## src/rtl/sprite_pixel_renderer.sv

```systemverilog
// Sprite renderer: VGA scan coordinate -> 16x16 ROM address, pose select, chroma-key composite over background.
// Latency fixed at 2 Clk from DrawX/DrawY/bg_rgb to pix_rgb/pix_hit; one pixel per cycle, never stalls.
module sprite_pixel_renderer #(
  parameter int unsigned SCALE_LOG2  = 1,
  parameter logic [23:0] KEY_RGB     = 24'hFFD700,
  parameter int unsigned ANIM_FRAMES = 8
) (
  input  logic        Clk,
  input  logic        Reset,
  input  logic        frame_clk,
  input  logic [9:0]  DrawX,
  input  logic [9:0]  DrawY,
  input  logic [9:0]  PosX,
  input  logic [9:0]  PosY,
  input  logic        moving,
  input  logic        face_left,
  input  logic [23:0] bg_rgb,
  output logic [7:0]  rom_addr,
  output logic        rom_switch,
  input  logic [23:0] rom_rgb,
  output logic [23:0] pix_rgb,
  output logic        pix_hit
);

  localparam logic [10:0] BOX_SIZE  = 11'(16 << SCALE_LOG2);
  localparam logic [7:0]  ANIM_LAST = 8'(ANIM_FRAMES - 1);

  logic        frame_clk_q;
  logic        fr_edge;
  logic [9:0]  pos_x_l;
  logic [9:0]  pos_y_l;
  logic        face_left_l;
  logic [7:0]  anim_cnt;

  logic [10:0] dx;
  logic [10:0] dy;
  logic        in_box;
  logic [3:0]  col;
  logic [3:0]  row;
  logic [3:0]  col_eff;

  logic        in_box_q;
  logic [23:0] bg_q;
  logic        opaque;

  assign fr_edge = frame_clk & ~frame_clk_q;

  // Position/orientation only move at frame boundaries so a frame never tears.
  always_ff @(posedge Clk or posedge Reset) begin
    if (Reset) begin
      frame_clk_q <= 1'b0;
      pos_x_l     <= 10'd0;
      pos_y_l     <= 10'd0;
      face_left_l <= 1'b1;
      anim_cnt    <= 8'd0;
      rom_switch  <= 1'b1;
    end else begin
      frame_clk_q <= frame_clk;
      if (fr_edge) begin
        pos_x_l     <= PosX;
        pos_y_l     <= PosY;
        face_left_l <= face_left;
        if (moving) begin
          if (anim_cnt == ANIM_LAST) begin
            anim_cnt   <= 8'd0;
            rom_switch <= ~rom_switch;
          end else begin
            anim_cnt <= anim_cnt + 8'd1;
          end
        end else begin
          anim_cnt   <= 8'd0;
          rom_switch <= 1'b1;
        end
      end
    end
  end

  // 11-bit compare keeps the box clipped at column/row 1023 instead of wrapping.
  always_comb begin
    dx      = {1'b0, DrawX} - {1'b0, pos_x_l};
    dy      = {1'b0, DrawY} - {1'b0, pos_y_l};
    in_box  = (DrawX >= pos_x_l) && (dx < BOX_SIZE) &&
              (DrawY >= pos_y_l) && (dy < BOX_SIZE);
    col     = dx[SCALE_LOG2+3 -: 4];
    row     = dy[SCALE_LOG2+3 -: 4];
    col_eff = face_left_l ? col : (4'd15 - col);
  end

  always_ff @(posedge Clk or posedge Reset) begin
    if (Reset) begin
      rom_addr <= 8'd0;
      in_box_q <= 1'b0;
      bg_q     <= 24'd0;
    end else begin
      rom_addr <= in_box ? {row, col_eff} : 8'd0;
      in_box_q <= in_box;
      bg_q     <= bg_rgb;
    end
  end

  assign opaque = in_box_q && (rom_rgb != KEY_RGB);

  always_ff @(posedge Clk or posedge Reset) begin
    if (Reset) begin
      pix_rgb <= 24'd0;
      pix_hit <= 1'b0;
    end else begin
      pix_rgb <= opaque ? rom_rgb : bg_q;
      pix_hit <= opaque;
    end
  end

endmodule

```

## config.mk

```make
export PLATFORM = sky130hd
export DESIGN_NAME = sprite_pixel_renderer
export DESIGN_NICKNAME = d
export VERILOG_FILES = /design/src/rtl/sprite_pixel_renderer.sv
export SDC_FILE = /design/constraint.sdc
export NUM_CORES = 1
export LEC_CHECK = 0
export CAP_MARGIN = 20
export CORE_ASPECT_RATIO = 1.2
export CORE_MARGIN = 5
export CORE_UTILIZATION = 55
export CTS_CLUSTER_DIAMETER = 80
export DETAILED_ROUTE_END_ITERATION = 7
export DONT_BUFFER_PORTS = 1
export PLACE_DENSITY = 0.73
export SYNTH_ARGS = -nofsm -noshare
export SYNTH_HDL_FRONTEND = slang
export SYNTH_SLANG_ARGS = --single-unit
export TNS_END_PERCENT = 50
```

## constraint.sdc

```tcl
create_clock -name Clk -period 2.4 [get_ports Clk]
set_input_delay 0 -clock Clk [delete_from_list [all_inputs] [get_ports Clk]]
set_output_delay 0 -clock Clk [all_outputs]
set_load 0.01 [all_outputs]
```

==> run_results.csv <==
group,metric,value,unit
outcome,status,"finished, final reports clean",
placed_design,placedCellCount,495,
synthesis,ys_ff_latch,89,
timing,max_freq,442.6,MHz
setup_path,cp_max_fo,9,
setup_path,endpoint_kind,"register",
pwr,power,3507,µW
timing,setup_tns,0,ns
synthesis,ys.flop_type,"dfrtp_1",
global_routing,grt_overflow,0,
setup_path,required,2.64,ns
synthesis,avgSynthCellArea,10.45,µm²
placed_design,portBuffers,0,
pwr,leakage,0.002383,µW
synthesis,yosysUniqueCellTypes,48,
routing,drt_iter0_markers,118,
synthesis,yosys_warnings,0,
timing,min_period_over_period,94.13,%
timing,hold_viol,0,
routing,drc,0,
clocking,htreeDepth,3,
setup_path,crit_start,"pos_x_l[0]",
clocking,tritoncts,"yes",
setup_path,cp_slowest_stage_delay,0.39,ns
setup_path,worstRegToRegCells,10,
floorplan,ios,127,
setup_path,r2r-start,"pos_x_l[0]",
setup_path,r2r_end,"rom_addr[1]",
clocking,cts_sinks,89,
placed_design,hpwl,6906,µm
pwr,powerDensity,646.3,nW/µm²
timing,slew_violations,0,
cells_and_area,drive_gt1_share,12.65,%
routing,viasPerCell,5.598,
global_routing,antenna_found_initial,0,
synthesis,syn-cell-area,4275,µm²
cells_and_area,fin_nets,609,
synthesis,ys_seq_area_share,52.15,%
synthesis,postSynth.asyncResetShare,100.0,%
clocking,path_clk_slew,0.10,ns
setup_path,ff2ff_setup_slack,0.14,ns
floorplan,num_rows,35,
min_path,worst_hold_path_type,"in2reg",
synthesis,syn-num-nets,525,
routing,postRouteWirelength,10530,µm
clocking,cts_made_buffers,9,
routing,vias,3303,
clocking,root_buffer,"clkbuf_8",
cells_and_area,area_growth,26.92,%
floorplan,dieWidth,90.49,µm
setup_path,critPathTopFamily,"compound AO/OA/AOI/OAI gates",
flow_run,max-cap-violations,0,
setup_path,crit_path_cell_trace,"ha_1 > inv_1 > fa_1 > a211oi_2 > nor2_1 > a311oi_2 > o21ai_0 > nand4_1 > buf_4 > nor4_1",
timing,setup_viol,0,
timing,period_needed,2.259,ns
pwr,irDropWorstVdd,408.8,µV
timing,fin_worst_skew,0.01685,ns
routing,drt-wirelength-per-cell,17.84,µm
setup_path,crit_path_end,"rom_addr[1]",
setup_path,crit_buf_inv,2,
placed_design,gp_congestion,0.8651,
setup_path,path_depth,10,
routing,firstDrtPassIters,5,
floorplan,start_util,56.11,%
timing,worst_slew_pin_slew,0.7486,ns
setup_path,crit_type,"reg2reg",
global_routing,grt_max_degree,48,
routing,postRouteAntennaNets,0,
synthesis,synth_edf_count,0,
global_routing,grt_pass1_vias,3455,
global_routing,grt.total_usage,22.46,%
setup_path,slowest_stage,"fa_1",
setup_path,start_kind,"register",
floorplan,die_y,106.6,µm
floorplan,core_area,7620,µm²
global_routing,grt_first_pass_wirelength,17370,µm
clocking,clock_latency,0.37,ns
floorplan,fp.dieArea,9644,µm²
cells_and_area,stdcell_count,590,
synthesis,synthCells,409,
setup_path,arrival,2.50,ns
clocking,clk_path_buf_depth,2,
cells_and_area,n_antenna_cell,0,
timing,max_slew_margin,50.04,%
cells_and_area,fillers,552,
-- cells in the mapped netlist, types with 3 or more instances --
cell type | number | area share [%]
a211oi_1 | 3 | 0.53
a21o_1 | 3 | 0.53
a21oi_1 | 11 | 1.3
clkbuf_1 | 9 | 0.79
dfrtp_1 | 87 | 51
ha_1 | 21 | 6.1
inv_1 | 28 | 2.5
mux2_1 | 4 | 1.1
mux2_2 | 18 | 4.7
nand2_1 | 57 | 5.0
nand2b_1 | 10 | 1.5
nand3_1 | 9 | 1.1
nand4_1 | 9 | 1.3
nor2_1 | 14 | 1.2
nor2b_1 | 10 | 1.5
nor3_1 | 8 | 0.94
nor4_1 | 10 | 1.5
nor4b_1 | 3 | 0.61
o21a_1 | 4 | 0.70
o21ai_0 | 39 | 4.6
o221ai_1 | 3 | 0.61
o31ai_1 | 5 | 0.88
xnor2_1 | 7 | 1.4
xor2_1 | 4 | 0.82
-- worst min-delay path by stage --
| stage | startpoint | endpoint | slack [ns] | cells after the start |
|---|---|---|---|---|
| after floorplan | bg_rgb[0] | bg_q[0] | 0.03 | 0 |
| after global placement | Reset | anim_cnt[5] | 0.03 | 1 |
| after detailed placement | bg_rgb[12] | bg_q[12] | 0.03 | 0 |
| after CTS | DrawX[1] | rom_addr[0] | 0.001 | 4 |
| after global routing | DrawX[1] | rom_addr[0] | 0.02 | 4 |
| final | DrawX[1] | rom_addr[0] | 0.02 | 4 |
-- metrics by stage --
| step | area (µm²) | hold slack [ns] | setup WS (ns) | util [%] |
|---|---|---|---|---|
| 6_report | 5426 | 0.02044 | 0.1408 | 71.22 |
| 5_1_grt | 5426 | 0.01652 | -0.01939 | 71.22 |
| 4_1_cts | 5370 | 0.001241 | 0.02156 | 70.48 |
| 3_5_place_dp | 4400 | 0.03149 | -0.02746 | 57.75 |
| 3_3_place_gp | 4400 | 0.03007 | 0.07207 | 57.75 |
| 2_1_floorplan | 4275 | 0.03143 | 0.09640 | - |
-- layout make-up --
cell class / instances / area [µm²] / area share, %
multi-input cells: 281 / 1936 / 35.67
well taps: 92 / 115.1 / 2.121
flip-flops and latches: 89 / 2230 / 41.09
repair buffers: 84 / 845.8 / 15.59
clock inverters: 7 / 70.07 / 1.291
clock buffers: 9 / 123.9 / 2.283
inverters: 28 / 106.4 / 1.960
-- layout by cell type (no fill, tap or decap), drive strengths merged, types with 3 or more instances in the layout --
cell type / netlist / routed
nor4b: 3 / 3
a211oi: 3 / 3
a21oi: 11 / 11
or4: 3 / 3
o21a: 4 / 4
nor3: 8 / 8
nand4: 9 / 9
mux2: 22 / 22
xnor2: 7 / 7
dfrtp: 87 / 87
o21ai: 40 / 40
nand2: 57 / 57
ha: 21 / 21
nand3: 9 / 9
xor2: 4 / 4
buf: 2 / 8
a21o: 3 / 3
inv: 28 / 30
nor4: 10 / 10
o221ai: 3 / 3
nor2: 14 / 14
dlygate4sd3: 0 / 76
o31ai: 5 / 5
nor2b: 10 / 10
clkinvlp: 0 / 3
clkbuf: 9 / 9
nand2b: 10 / 10
-- flip-flops by register name, indices dropped and copies added, names as in the netlist --
| register | cells |
|---|---|
| rom_addr | 8 |
| pos_y_l | 10 |
| in_box_q | 1 |
| frame_clk_q | 1 |
| anim_cnt | 8 |
| rom_switch | 1 |
| pix_rgb | 24 |
| bg_q | 24 |
| pix_hit | 1 |
| face_left_l | 1 |
| pos_x_l | 10 |
-- metal layers --
layer  up-vias  GRT usage, %  wire length, µm
li1       1600             -                -
met4         0         6.277              138
met5         -             0                0
met3        16         7.579              665
met1      1575         27.15             4301
met2       112         38.21             5423
-- where the power goes --
part / internal (µW) / switching [µW] / leakage [µW]
sequential: 1600 / 55.8 / 0.00109
clock: 403 / 604 / 0.0000887
combinational: 388 / 457 / 0.00121
total: 2390 / 1120 / 0.00238
-- cells by family (layout without fill, tap and decap cells) --
kind of cell	Yosys count	count (layout)	share of synthesized area [%]
buffers and inverters	39	128	3.775
AND/OR/NAND/NOR	143	143	16.74
flip-flops	89	89	52.15
adder cells (fa/ha/maj)	23	23	7.082
multiplexers	23	23	6.029
AO/OA/AOI/OAI	81	81	11.97
XOR/XNOR	11	11	2.253
-- repair_timing --
item	4_1_cts	5_1_grt
hold buffers	76	0
setup endpoints to repair	9	9
setup buffers	2	1
gates resized for setup	0	11
pin swaps	1	3
hold endpoints to repair	114	0
-- worst register-to-register path, stage by stage (launching register included) --
cell	delay, ns
dfrtp_1	0.36
ha_1	0.16
inv_1	0.05
fa_1	0.39
a211oi_2	0.27
nor2_1	0.12
a311oi_2	0.33
o21ai_0	0.14
nand4_1	0.09
buf_4	0.17
nor4_1	0.07
(Power assumes the default switching activity.)
